===== config.mk =====
export PLATFORM = sky130hd
export DESIGN_NAME = atm_pin_auth
export DESIGN_NICKNAME = d
export VERILOG_FILES = /design/src/rtl/atm_pin_auth.sv
export SDC_FILE = /design/constraint.sdc
export NUM_CORES = 1
export LEC_CHECK = 0
export BUFFER_PORTS_ARGS = -buffer_cell sky130_fd_sc_hd__buf_2
export CAP_MARGIN = 25
export CELL_PAD_IN_SITES_DETAIL_PLACEMENT = 0
export CELL_PAD_IN_SITES_GLOBAL_PLACEMENT = 1
export CORE_MARGIN = 2
export CORE_UTILIZATION = 40
export CTS_BUF_LIST = sky130_fd_sc_hd__clkbuf_2
export DETAILED_ROUTE_END_ITERATION = 10
export PLACE_DENSITY = 0.73
export RECOVER_POWER = 25
export SYNTH_ARGS = -nofsm -noshare
export SYNTH_HDL_FRONTEND = slang
export SYNTH_SLANG_ARGS = --single-unit

===== constraint.sdc =====
create_clock -name clk_i -period 2.9 [get_ports clk_i]
set_input_delay 0.29 -clock clk_i [delete_from_list [all_inputs] [get_ports clk_i]]
set_output_delay 0.29 -clock clk_i [all_outputs]
set_load 0.05 [all_outputs]

===== src/rtl/atm_pin_auth.sv =====
// PIN authentication stage: latches the account on session start, checks PIN
// entries against a per-account table, enforces retries/lockout/timeout and PIN changes.
module atm_pin_auth #(
  parameter int NUM_ACCOUNTS   = 4,
  parameter int MAX_TRIES      = 3,
  parameter int TIMEOUT_CYCLES = 255
) (
  input  logic       clk_i,
  input  logic       rst_i,
  input  logic       start_i,
  input  logic [3:0] account_id_i,
  input  logic [3:0] pin_in_i,
  input  logic       pin_valid_i,
  input  logic       exit_i,
  input  logic       change_req_i,
  input  logic [3:0] new_pin_i,
  output logic       busy_o,
  output logic       auth_ok_o,
  output logic       auth_fail_o,
  output logic       timeout_o,
  output logic       locked_o,
  output logic [1:0] attempts_left_o,
  output logic       pin_changed_o
);

  typedef enum logic [2:0] {
    IDLE,
    CHECK_ACCT,
    WAIT_PIN,
    COMPARE,
    AUTHED,
    FAIL,
    LOCKED
  } StateT;

  StateT                   state_q, state_d;
  logic [3:0]              acctId_q, acctId_d;
  logic [3:0]              pinIn_q, pinIn_d;
  logic [7:0]              timer_q, timer_d;
  logic [1:0]              attempts_q, attempts_d;
  logic [3:0]              pinTable_q [NUM_ACCOUNTS];
  logic [3:0]              pinTable_d [NUM_ACCOUNTS];
  logic [NUM_ACCOUNTS-1:0] lock_q, lock_d;
  logic [3:0]              storedPin;
  logic                    acctLocked;
  logic                    acctValid;
  logic                    timeoutHit;
  logic                    pinWrite;

  // Table lookups go through a loop so an out-of-range ID never indexes past the arrays.
  always_comb begin
    storedPin  = '0;
    acctLocked = 1'b0;
    for (int i = 0; i < NUM_ACCOUNTS; i++) begin
      if (acctId_q == 4'(i)) begin
        storedPin  = pinTable_q[i];
        acctLocked = lock_q[i];
      end
    end
    acctValid = 32'(acctId_q) < NUM_ACCOUNTS;
  end

  always_comb begin
    state_d    = state_q;
    acctId_d   = acctId_q;
    pinIn_d    = pinIn_q;
    timer_d    = timer_q;
    attempts_d = attempts_q;
    pinTable_d = pinTable_q;
    lock_d     = lock_q;
    timeoutHit = 1'b0;
    pinWrite   = 1'b0;

    unique case (state_q)
      IDLE: begin
        if (start_i) begin
          state_d  = CHECK_ACCT;
          acctId_d = account_id_i;
        end
      end
      CHECK_ACCT: begin
        if (!acctValid) begin
          state_d = FAIL;
        end else if (acctLocked) begin
          state_d = LOCKED;
        end else begin
          state_d    = WAIT_PIN;
          attempts_d = 2'(MAX_TRIES);
          timer_d    = '0;
        end
      end
      WAIT_PIN: begin
        timer_d = timer_q + 8'd1;
        if (exit_i) begin
          state_d = IDLE;
        end else if (pin_valid_i) begin
          state_d = COMPARE;
          pinIn_d = pin_in_i;
        end else if (timer_q == 8'(TIMEOUT_CYCLES - 1)) begin
          state_d    = FAIL;
          timeoutHit = 1'b1;
        end
      end
      COMPARE: begin
        if (pinIn_q == storedPin) begin
          state_d = AUTHED;
        end else begin
          attempts_d = attempts_q - 2'd1;
          if (attempts_q == 2'd1) begin
            state_d = LOCKED;
            for (int i = 0; i < NUM_ACCOUNTS; i++) begin
              if (acctId_q == 4'(i)) lock_d[i] = 1'b1;
            end
          end else begin
            state_d = WAIT_PIN;
            timer_d = '0;
          end
        end
      end
      AUTHED: begin
        if (exit_i) begin
          state_d = IDLE;
        end else if (change_req_i) begin
          pinWrite = 1'b1;
          for (int i = 0; i < NUM_ACCOUNTS; i++) begin
            if (acctId_q == 4'(i)) pinTable_d[i] = new_pin_i;
          end
        end
      end
      FAIL: begin
        state_d = IDLE;
      end
      LOCKED: begin
        if (exit_i) state_d = IDLE;
      end
      default: begin
        state_d = IDLE;
      end
    endcase
  end

  // Outputs are registered from the next state so they line up with the state they describe.
  always_ff @(posedge clk_i) begin
    if (!rst_i) begin
      state_q         <= IDLE;
      acctId_q        <= '0;
      pinIn_q         <= '0;
      timer_q         <= '0;
      attempts_q      <= '0;
      lock_q          <= '0;
      for (int i = 0; i < NUM_ACCOUNTS; i++) pinTable_q[i] <= 4'(i);
      busy_o          <= 1'b0;
      auth_ok_o       <= 1'b0;
      auth_fail_o     <= 1'b0;
      timeout_o       <= 1'b0;
      locked_o        <= 1'b0;
      attempts_left_o <= '0;
      pin_changed_o   <= 1'b0;
    end else begin
      state_q         <= state_d;
      acctId_q        <= acctId_d;
      pinIn_q         <= pinIn_d;
      timer_q         <= timer_d;
      attempts_q      <= attempts_d;
      lock_q          <= lock_d;
      pinTable_q      <= pinTable_d;
      busy_o          <= (state_d != IDLE);
      auth_ok_o       <= (state_d == AUTHED);
      auth_fail_o     <= (state_d == FAIL);
      timeout_o       <= timeoutHit;
      locked_o        <= (state_d == LOCKED);
      attempts_left_o <= attempts_d;
      pin_changed_o   <= pinWrite;
    end
  end

endmodule

==> results.json, run 1 <==
{
  "ioPinCount": 26,
  "std_cell_rows": 26,
  "grt_pass1_wl_um": 8210,
  "path_cells": "or3b_2, o22ai_1, xor2_1, nor4_4, a21oi_2, a311oi_2",
  "vias": 1819,
  "die_x_um": 77.5,
  "via_per_inst": 5.35,
  "cts_setup_buffers": 0,
  "yosysTopAreaCellShare": 0.435,
  "path_clk_slew_ns": 0.25,
  "syn_area_um2": 2160,
  "path_depth": 6,
  "cts_made_buffers": 5,
  "worstSkewPairLatency_ns": 0.42,
  "fin_skew_ns": 0.0153,
  "swShare": 0.319,
  "final_cell_mix": "dfxtp_1, nand2_1, nor2_1, mux2i_1, buf_2",
  "comb_power_share": 0.193,
  "post-route-min-period_ns": 2.49,
  "async_flop_share": 0,
  "synth-warning-count": 0,
  "synth_area_leader_cell": "dfxtp_1",
  "dieHeight_um": 77.5,
  "gp_congestion": 0.751,
  "crit_family": "simple AND/OR/NAND/NOR gates",
  "relSlewSlack": 0.356,
  "grt_max_degree": 30,
  "port_buffers": 25,
  "power_mw": 1.33,
  "fmax_mhz": 401,
  "core-area_um2": 5170,
  "layout-area-overhead-vs-synth_pct": 10.9,
  "rr_worst_depth": 6,
  "drc": 0,
  "avgSynthCellArea_um2": 8.79,
  "hpwl_um": 3480,
  "rr_endpoint": "timer_q[6]",
  "crit_arrival_ns": 2.83,
  "cts-root-buf": "clkbuf_2",
  "p_switching_mw": 0.424,
  "fin_tns_setup_ns": 0,
  "setup_violations": 0,
  "crit_type": "reg -> reg",
  "drt_iter0_drc": 95,
  "wirelength_um": 4890,
  "ys_types": 44,
  "cap_violations": 0,
  "layout_commonest_cell": "dfxtp_1",
  "ir_drop_v": 0.000204,
  "worstPathRequired_ns": 3.24,
  "syn_inst": 246,
  "hold_depth": 3,
  "r2r_slack_ns": 0.41,
  "crit_fanout": 9,
  "holdWs_ns": 0.0750,
  "finalMaxSlewViolations": 0,
  "placed_area_um2": 2340,
  "grt.total_usage": 0.172,
  "yosys_most_used_dff": "dfxtp_1",
  "worstMarginPinSlew_ns": 0.964,
  "hold_end": "pinIn_q[1]",
  "status": "completed",
  "drt_first_pass_iters": 4,
  "min_period_over_period": 0.859,
  "cts_tree": "done",
  "die_area_um2": 6010,
  "powerDensity_nw_per_um2": 553,
  "multi_input_area_um2": 1150,
  "rsz0062_at_grt": "false",
  "fin_nets": 290,
  "avgRoutedWirePerCell_um": 14.4,
  "hold_violations": 0,
  "hold_buffers": 0,
  "ys_seq_area_frac": 0.435,
  "grt_overflow": 0,
  "h-tree-depth": 2,
  "path_buf_inv": 0,
  "min_from": "pin_in_i[1]",
  "synthTopCellsByArea": "dfxtp_1, mux2i_1, nand2_1",
  "antenna_found_initial": 0,
  "clock_power_share": 0.275,
  "leakage_nw": 0.935,
  "crit_slowest_cell": "or3b_2",
  "ys_seq_elements": 47,
  "ant_nets": 0,
  "cp_slowest_stage_delay_ns": 0.55,
  "syn_nets": 267,
  "end_kind": "flip-flop",
  "first_global_vias": 1697,
  "seqPwrFrac": 0.532,
  "drive_gt1_frac": 0.133,
  "clock_sinks": 47,
  "fin_area_um2": 2400,
  "r2r-start": "acctId_q[1]",
  "cts_resized": 0,
  "diodes": 0,
  "nFillCells": 538,
  "ff_latch_area_um2": 941,
  "cts.path.max_buffers": 2,
  "initial_core_util": 0.418,
  "synth_edf_count": 0,
  "p_int_mw": 0.902,
  "hp-class": "in -> reg",
  "worstSetupStartpointType": "flip-flop"
}
==> worst max path at each step <==
stage | startpoint | to | slack, ns
final | acctId_q[1] | timer_q[6] | 0.41
after global routing | acctId_q[1] | timer_q[2] | 0.15
after CTS | acctId_q[1] | timer_q[6] | 0.37
after detailed placement | acctId_q[1] | timer_q[6] | 0.44
after global placement | acctId_q[1] | timer_q[6] | 0.49
after floorplan | acctId_q[1] | timer_q[6] | 0.78
==> synthesized netlist by cell type, types with 3 or more instances <==
cell type	n
mux2i_1	23
nor4_1	5
nand4_1	4
nand2_1	31
nor2_1	28
a31oi_1	4
o21a_1	5
xor2_1	3
nand2b_1	3
and2_1	3
o22ai_1	3
ha_1	3
nand3_1	10
dfxtp_1	47
nor3_1	4
inv_1	6
a21oi_1	15
clkbuf_1	9
o21ai_0	9
==> worst min-delay path, cell delays in order <==
cell	delay, ns
buf_2	0.09
nand3_1	0.05
a21oi_1	0.05
==> routing by layer <==
layer  up-vias  GRT usage  wire length [um]
met3         6     0.0419               216
met4         0     0.0589                72
li1        932          -                 -
met2        36      0.251              2120
met5         -          0                 0
met1       845      0.247              2480
==> cell families after synthesis <==
kind of cell,synth area share
XOR/XNOR,0.0162
flip-flops,0.435
AND/OR/NAND/NOR,0.224
AO/OA/AOI/OAI,0.155
adder cells (fa/ha/maj),0.0174
multiplexers,0.117
buffers and inverters,0.0353
==> per-stage QoR <==
stage	instances	setup WS, ns	util
after floorplan	246	0.776	-
after global placement	332	0.487	0.453
after detailed placement	332	0.437	0.453
after CTS	340	0.368	0.467
after global routing	340	0.152	0.464
final	340	0.408	0.464
==> power groups by stage <==
stage                     combinational (mW)  sequential, mW  clock [mW]
after floorplan                        0.176           0.733           0
after global placement                 0.263           0.718           0
after detailed placement               0.263           0.717           0
after CTS                              0.264           0.705       0.374
after global routing                   0.284           0.711       0.405
final                                  0.256           0.705       0.365
==> cell type report <==
type / instances / share of cell area
clock buffers: 5 / 0.0104
clock inverters: 3 / 0.0182
inverters: 6 / 0.00938
multi-input cells: 181 / 0.478
flip-flops and latches: 47 / 0.392
well taps: 70 / 0.0365
repair buffers: 28 / 0.0558
==> sequential cells by signal (all words and copies together) (netlist names), 2 cells and up <==
| signal | flops |
|---|---|
| acctId_q | 4 |
| lock_q | 4 |
| pinIn_q | 4 |
| timer_q | 8 |
| pinTable_q | 16 |
| state_q | 3 |
| attempts_q | 2 |
Note: power is estimated with default switching activity, not from simulation.
==> inputs of run 2 (changes only) <==
--- a/config.mk
+++ b/config.mk
@@ -7,7 +7,7 @@
 export LEC_CHECK = 0
 export BUFFER_PORTS_ARGS = -buffer_cell sky130_fd_sc_hd__buf_2
 export CAP_MARGIN = 25
-export CELL_PAD_IN_SITES_DETAIL_PLACEMENT = 0
+export CELL_PAD_IN_SITES_DETAIL_PLACEMENT = 1
 export CELL_PAD_IN_SITES_GLOBAL_PLACEMENT = 1
 export CORE_MARGIN = 2
 export CORE_UTILIZATION = 40
@@ -15,6 +15,7 @@
 export DETAILED_ROUTE_END_ITERATION = 10
 export PLACE_DENSITY = 0.73
 export RECOVER_POWER = 25
+export REMOVE_ABC_BUFFERS = 1
 export SYNTH_ARGS = -nofsm -noshare
 export SYNTH_HDL_FRONTEND = slang
 export SYNTH_SLANG_ARGS = --single-unit
==> run 2 against run 1 <==
Effect of this change: global-route usage is 2.4 points higher; first-iteration DRC count is 26% lower; utilization down 0.39 points; sequential cell count did not move; largest power group unchanged.
==> results.json, run 2 (same netlist as run 1, synthesis figures left out) <==
{
  "min_period_over_period": 0.848,
  "rr_endpoint": "timer_q[6]",
  "hpwl_um": 3930,
  "avgRoutedWirePerCell_um": 15.6,
  "worstSkewPairLatency_ns": 0.39,
  "hold_depth": 3,
  "fmax_mhz": 406,
  "min_from": "account_id_i[1]",
  "rsz0062_at_grt": "false",
  "end_kind": "flip-flop",
  "grt.total_usage": 0.196,
  "setup_violations": 0,
  "grt_pass1_wl_um": 9380,
  "ant_nets": 0,
  "vias": 1861,
  "leakage_nw": 0.928,
  "fin_skew_ns": 0.00927,
  "first_global_vias": 1915,
  "rr_worst_depth": 6,
  "worstPathRequired_ns": 3.22,
  "largest_register_ffs": 16,
  "crit_fanout": 9,
  "initial_core_util": 0.418,
  "cap_violations": 0,
  "top_register": "pinTable_q",
  "status": "completed",
  "hold_end": "acctId_q[1]",
  "cts_tree": "done",
  "h-tree-depth": 2,
  "gp_congestion": 0.810,
  "hp-class": "in -> reg",
  "fin_area_um2": 2380,
  "path_buf_inv": 0,
  "core-area_um2": 5170,
  "final_cell_mix": "dfxtp_1, nand2_1, nor2_1, mux2i_1, buf_2",
  "cp_slowest_stage_delay_ns": 0.53,
  "cts_setup_buffers": 0,
  "fin_tns_setup_ns": 0,
  "post-route-min-period_ns": 2.46,
  "crit_family": "simple AND/OR/NAND/NOR gates",
  "power_mw": 1.22,
  "hold_violations": 0,
  "cts_resized": 0,
  "cts.path.max_buffers": 2,
  "largestRegisters": "pinTable_q (16), timer_q (8)",
  "die_area_um2": 6010,
  "multi_input_area_um2": 1150,
  "grt_overflow": 0,
  "fin_nets": 293,
  "die_x_um": 77.5,
  "drive_gt1_frac": 0.133,
  "wirelength_um": 5320,
  "powerDensity_nw_per_um2": 514,
  "dieHeight_um": 77.5,
  "drt_first_pass_iters": 4,
  "layout-area-overhead-vs-synth_pct": 10.0,
  "holdWs_ns": 0.117,
  "port_buffers": 25,
  "cts_made_buffers": 5,
  "worstMarginPinSlew_ns": 0.991,
  "nFillCells": 643,
  "r2r-start": "acctId_q[1]",
  "path_cells": "or3b_2, o22ai_1, xor2_1, nor4_4, a21oi_2, a311oi_2",
  "ff_latch_area_um2": 941,
  "crit_slowest_cell": "or3b_2",
  "diodes": 0,
  "ir_drop_v": 0.000238,
  "antenna_found_initial": 0,
  "crit_type": "reg -> reg",
  "r2r_slack_ns": 0.44,
  "relSlewSlack": 0.339,
  "crit_arrival_ns": 2.78,
  "fin_ws_ns": 0.440,
  "drt_iter0_drc": 70,
  "place_ws_ns": 0.469,
  "cts-root-buf": "clkbuf_2",
  "layout_commonest_cell": "dfxtp_1",
  "drc": 0,
  "grt_max_degree": 30,
  "hold_buffers": 0,
  "worstSetupStartpointType": "flip-flop",
  "path_clk_slew_ns": 0.22,
  "finalMaxSlewViolations": 0,
  "ioPinCount": 26,
  "std_cell_rows": 26,
  "via_per_inst": 5.46,
  "clock_sinks": 47,
  "placed_area_um2": 2370
}
-- run 2: stage by stage --
stage                      util  instances
after floorplan               -        234
after global placement    0.458        335
after detailed placement  0.458        335
after CTS                 0.463        341
after global routing      0.460        341
final                     0.460        341
-- run 2: power breakdown --
part | switching, mW | internal (mW)
logic | 0.180 | 0.0894
clock network | 0.195 | 0.0545
registers | 0.0311 | 0.672
total | 0.407 | 0.816
-- run 2: metal layers --
metal | up-vias | global-route usage | share of wire
met3 | 7 | 0.0279 | 0.024
met2 | 25 | 0.318 | 0.48
met5 | - | 0 | 0
met4 | 0 | 0.0643 | 0.016
li1 | 927 | - | -
met1 | 902 | 0.269 | 0.48
-- run 2: tightest hold or removal path: cells and delay by family --
kind,cells,cell delay [ns]
buffers and inverters,1,0.08
and+or+nand+nor,1,0.08
muxes,1,0.05
-- run 2: final cells by class --
| class | count | area share |
|---|---|---|
| Sequential cell | 47 | 0.395 |
| Inverter | 6 | 0.00946 |
| Tap cell | 70 | 0.0368 |
| Timing Repair Buffer | 31 | 0.0641 |
| Clock buffer | 6 | 0.0126 |
| Multi-Input combinational cell | 181 | 0.482 |
-- run 2: how the worst max path moves through the flow --
stage	start	endpoint	slack, ns	depth (start not counted)
3_5_place_dp	acctId_q[1]	timer_q[6]	0.47	6
2_1_floorplan	acctId_q[0]	timer_q[6]	0.55	6
4_1_cts	acctId_q[1]	timer_q[6]	0.44	6
6_report	acctId_q[1]	timer_q[6]	0.44	6
5_1_grt	acctId_q[1]	timer_q[2]	0.24	6
3_3_place_gp	acctId_q[1]	timer_q[6]	0.54	6
==> inputs of run 3 (changes only) <==
==> constraint.sdc (replaced) <==
create_clock -name clk_i -period 2.3 [get_ports clk_i]
set_input_delay 0.23 -clock clk_i [delete_from_list [all_inputs] [get_ports clk_i]]
set_output_delay 0.23 -clock clk_i [all_outputs]
set_load 0.05 [all_outputs]
==> run 3 against run 2 <==
Effect of this change: hold slack got worse by 0.082 ns; combinational power grew 47%; count of clock-buffer cells in the layout fell by 1; via count rose by 4.2%; largest power group unchanged.
==> results.json, run 3 (same netlist as run 1, synthesis figures left out) <==
{
  "grt_max_degree": 20,
  "rr_worst_depth": 7,
  "initial_core_util": 0.418,
  "path_cells": "or3_1, o22ai_1, xor2_1, nor4_4, buf_4, o31ai_1, nor3b_1",
  "largest_register_ffs": 16,
  "powerDensity_nw_per_um2": 681,
  "dieHeight_um": 77.5,
  "std_cell_rows": 26,
  "final_cell_mix": "dfxtp_1, nand2_1, nor2_1, mux2i_1, buf_2",
  "multi_input_area_um2": 1150,
  "die_area_um2": 6010,
  "hold_depth": 3,
  "crit_fanout": 7,
  "drive_gt1_frac": 0.176,
  "grt.total_usage": 0.198,
  "ff_latch_area_um2": 942,
  "drc": 0,
  "port_buffers": 25,
  "post-route-min-period_ns": 2.20,
  "top_register": "pinTable_q",
  "cp_slowest_stage_delay_ns": 0.49,
  "cts_setup_buffers": 0,
  "fmax_mhz": 455,
  "layout_commonest_cell": "dfxtp_1",
  "gp_congestion": 0.776,
  "core-area_um2": 5170,
  "worstPathRequired_ns": 2.65,
  "vias": 1939,
  "fin_nets": 310,
  "layout-area-overhead-vs-synth_pct": 19.2,
  "setup_violations": 0,
  "cts-root-buf": "clkbuf_2",
  "hp-class": "in -> reg",
  "grt_pass1_wl_um": 9380,
  "status": "completed",
  "rsz0062_at_grt": "true",
  "clock_sinks": 47,
  "min_from": "account_id_i[3]",
  "die_x_um": 77.5,
  "diodes": 0,
  "finalMaxSlewViolations": 0,
  "cts.path.max_buffers": 2,
  "ant_nets": 0,
  "crit_slowest_cell": "or3_1",
  "cp-startpoint": "acctId_q[1]",
  "wirelength_um": 5700,
  "path_clk_slew_ns": 0.24,
  "drt_iter0_drc": 56,
  "via_per_inst": 5.39,
  "holdWs_ns": 0.0343,
  "ir_drop_v": 0.000296,
  "avgRoutedWirePerCell_um": 15.8,
  "cap_violations": 0,
  "first_global_vias": 1935,
  "crit_type": "reg -> reg",
  "drt_first_pass_iters": 4,
  "placed_area_um2": 2440,
  "grt_overflow": 0,
  "cts_tree": "done",
  "antenna_found_initial": 0,
  "worstMarginPinSlew_ns": 0.582,
  "h-tree-depth": 2,
  "nFillCells": 624,
  "ioPinCount": 26,
  "relSlewSlack": 0.602,
  "worstSetupStartpointType": "flip-flop",
  "fin_skew_ns": 0.0329,
  "hold_violations": 0,
  "min_period_over_period": 0.956,
  "end_kind": "flip-flop",
  "r2r-start": "acctId_q[1]",
  "fin_area_um2": 2580,
  "cts_made_buffers": 5,
  "worstSkewPairLatency_ns": 0.44,
  "largestRegisters": "pinTable_q (16), timer_q (8)",
  "crit_arrival_ns": 2.55,
  "leakage_nw": 1.03,
  "hpwl_um": 4100
}
run 3: changes by cell type in the layout (fill, tap and decap cells not counted):
cell	previous run	this run
clkbuf_1	10	9
o22ai_2	0	1
dfxtp_1	47	46
clkbuf_2	6	5
o22ai_1	3	2
dfxtp_2	0	1
buf_4	4	15
clkinv_4	0	1
bufinv_16	0	1
dlygate4sd3_1	0	7
inv_6	0	1
run 3: final cells by class:
cell class	count	area share
inverters	6	0.00873
repair buffers	48	0.117
flip-flops and latches	47	0.365
clock buffers	5	0.00970
multi-input cells	181	0.447
well taps	70	0.0340
clock inverters	3	0.0184
run 3: power by group:
group	internal [mW]	leakage (nW)	switching (mW)
logic	0.149	0.609	0.248
registers	0.849	0.381	0.0324
clock network	0.190	0.0436	0.287
run 3: timing repair:
| action | 4_1_cts | 5_1_grt |
|---|---|---|
| endpoints found under the hold margin | 0 | 8 |
| resized for setup | 0 | 2 |
| hold buffers | 0 | 7 |
| setup endpoints to repair | 0 | 3 |
run 3: stage by stage:
stage          cells  setup slack (ns)  total power, mW  setup TNS [ns]   util
4_1_cts          353            0.0673             1.76               0  0.486
3_3_place_gp     345             0.168             1.28               0  0.472
2_1_floorplan    234           -0.0485             1.13          -0.106      -
3_5_place_dp     345             0.122             1.29               0  0.472
5_1_grt          360          -0.00485             1.86        -0.00485  0.499
6_report         360             0.101             1.76               0  0.499
run 3: layer usage:
layer / vias up / share of wire / track usage
met5: - / 0 / 0
met4: 0 / 0.014 / 0.0625
met3: 8 / 0.028 / 0.0384
met2: 29 / 0.48 / 0.334
met1: 928 / 0.47 / 0.254
li1: 974 / - / -
run 3: worst paths after layout:
kind / endpoint / slack (ns)
hold reg to reg: pinTable_q[14] / 0.48
setup / recovery: locked_o / 0.10
hold / removal: acctId_q[3] / 0.03
setup reg to reg: locked_o / 0.10
run 3: worst max-delay path: cells and delay by family, from the launching register on:
kind | cells | cell delay (ns)
AND/OR/NAND/NOR | 3 | 0.79
flip-flops | 1 | 0.39
buffers and inverters | 1 | 0.16
XOR/XNOR | 1 | 0.25
AO/OA/AOI/OAI | 2 | 0.54
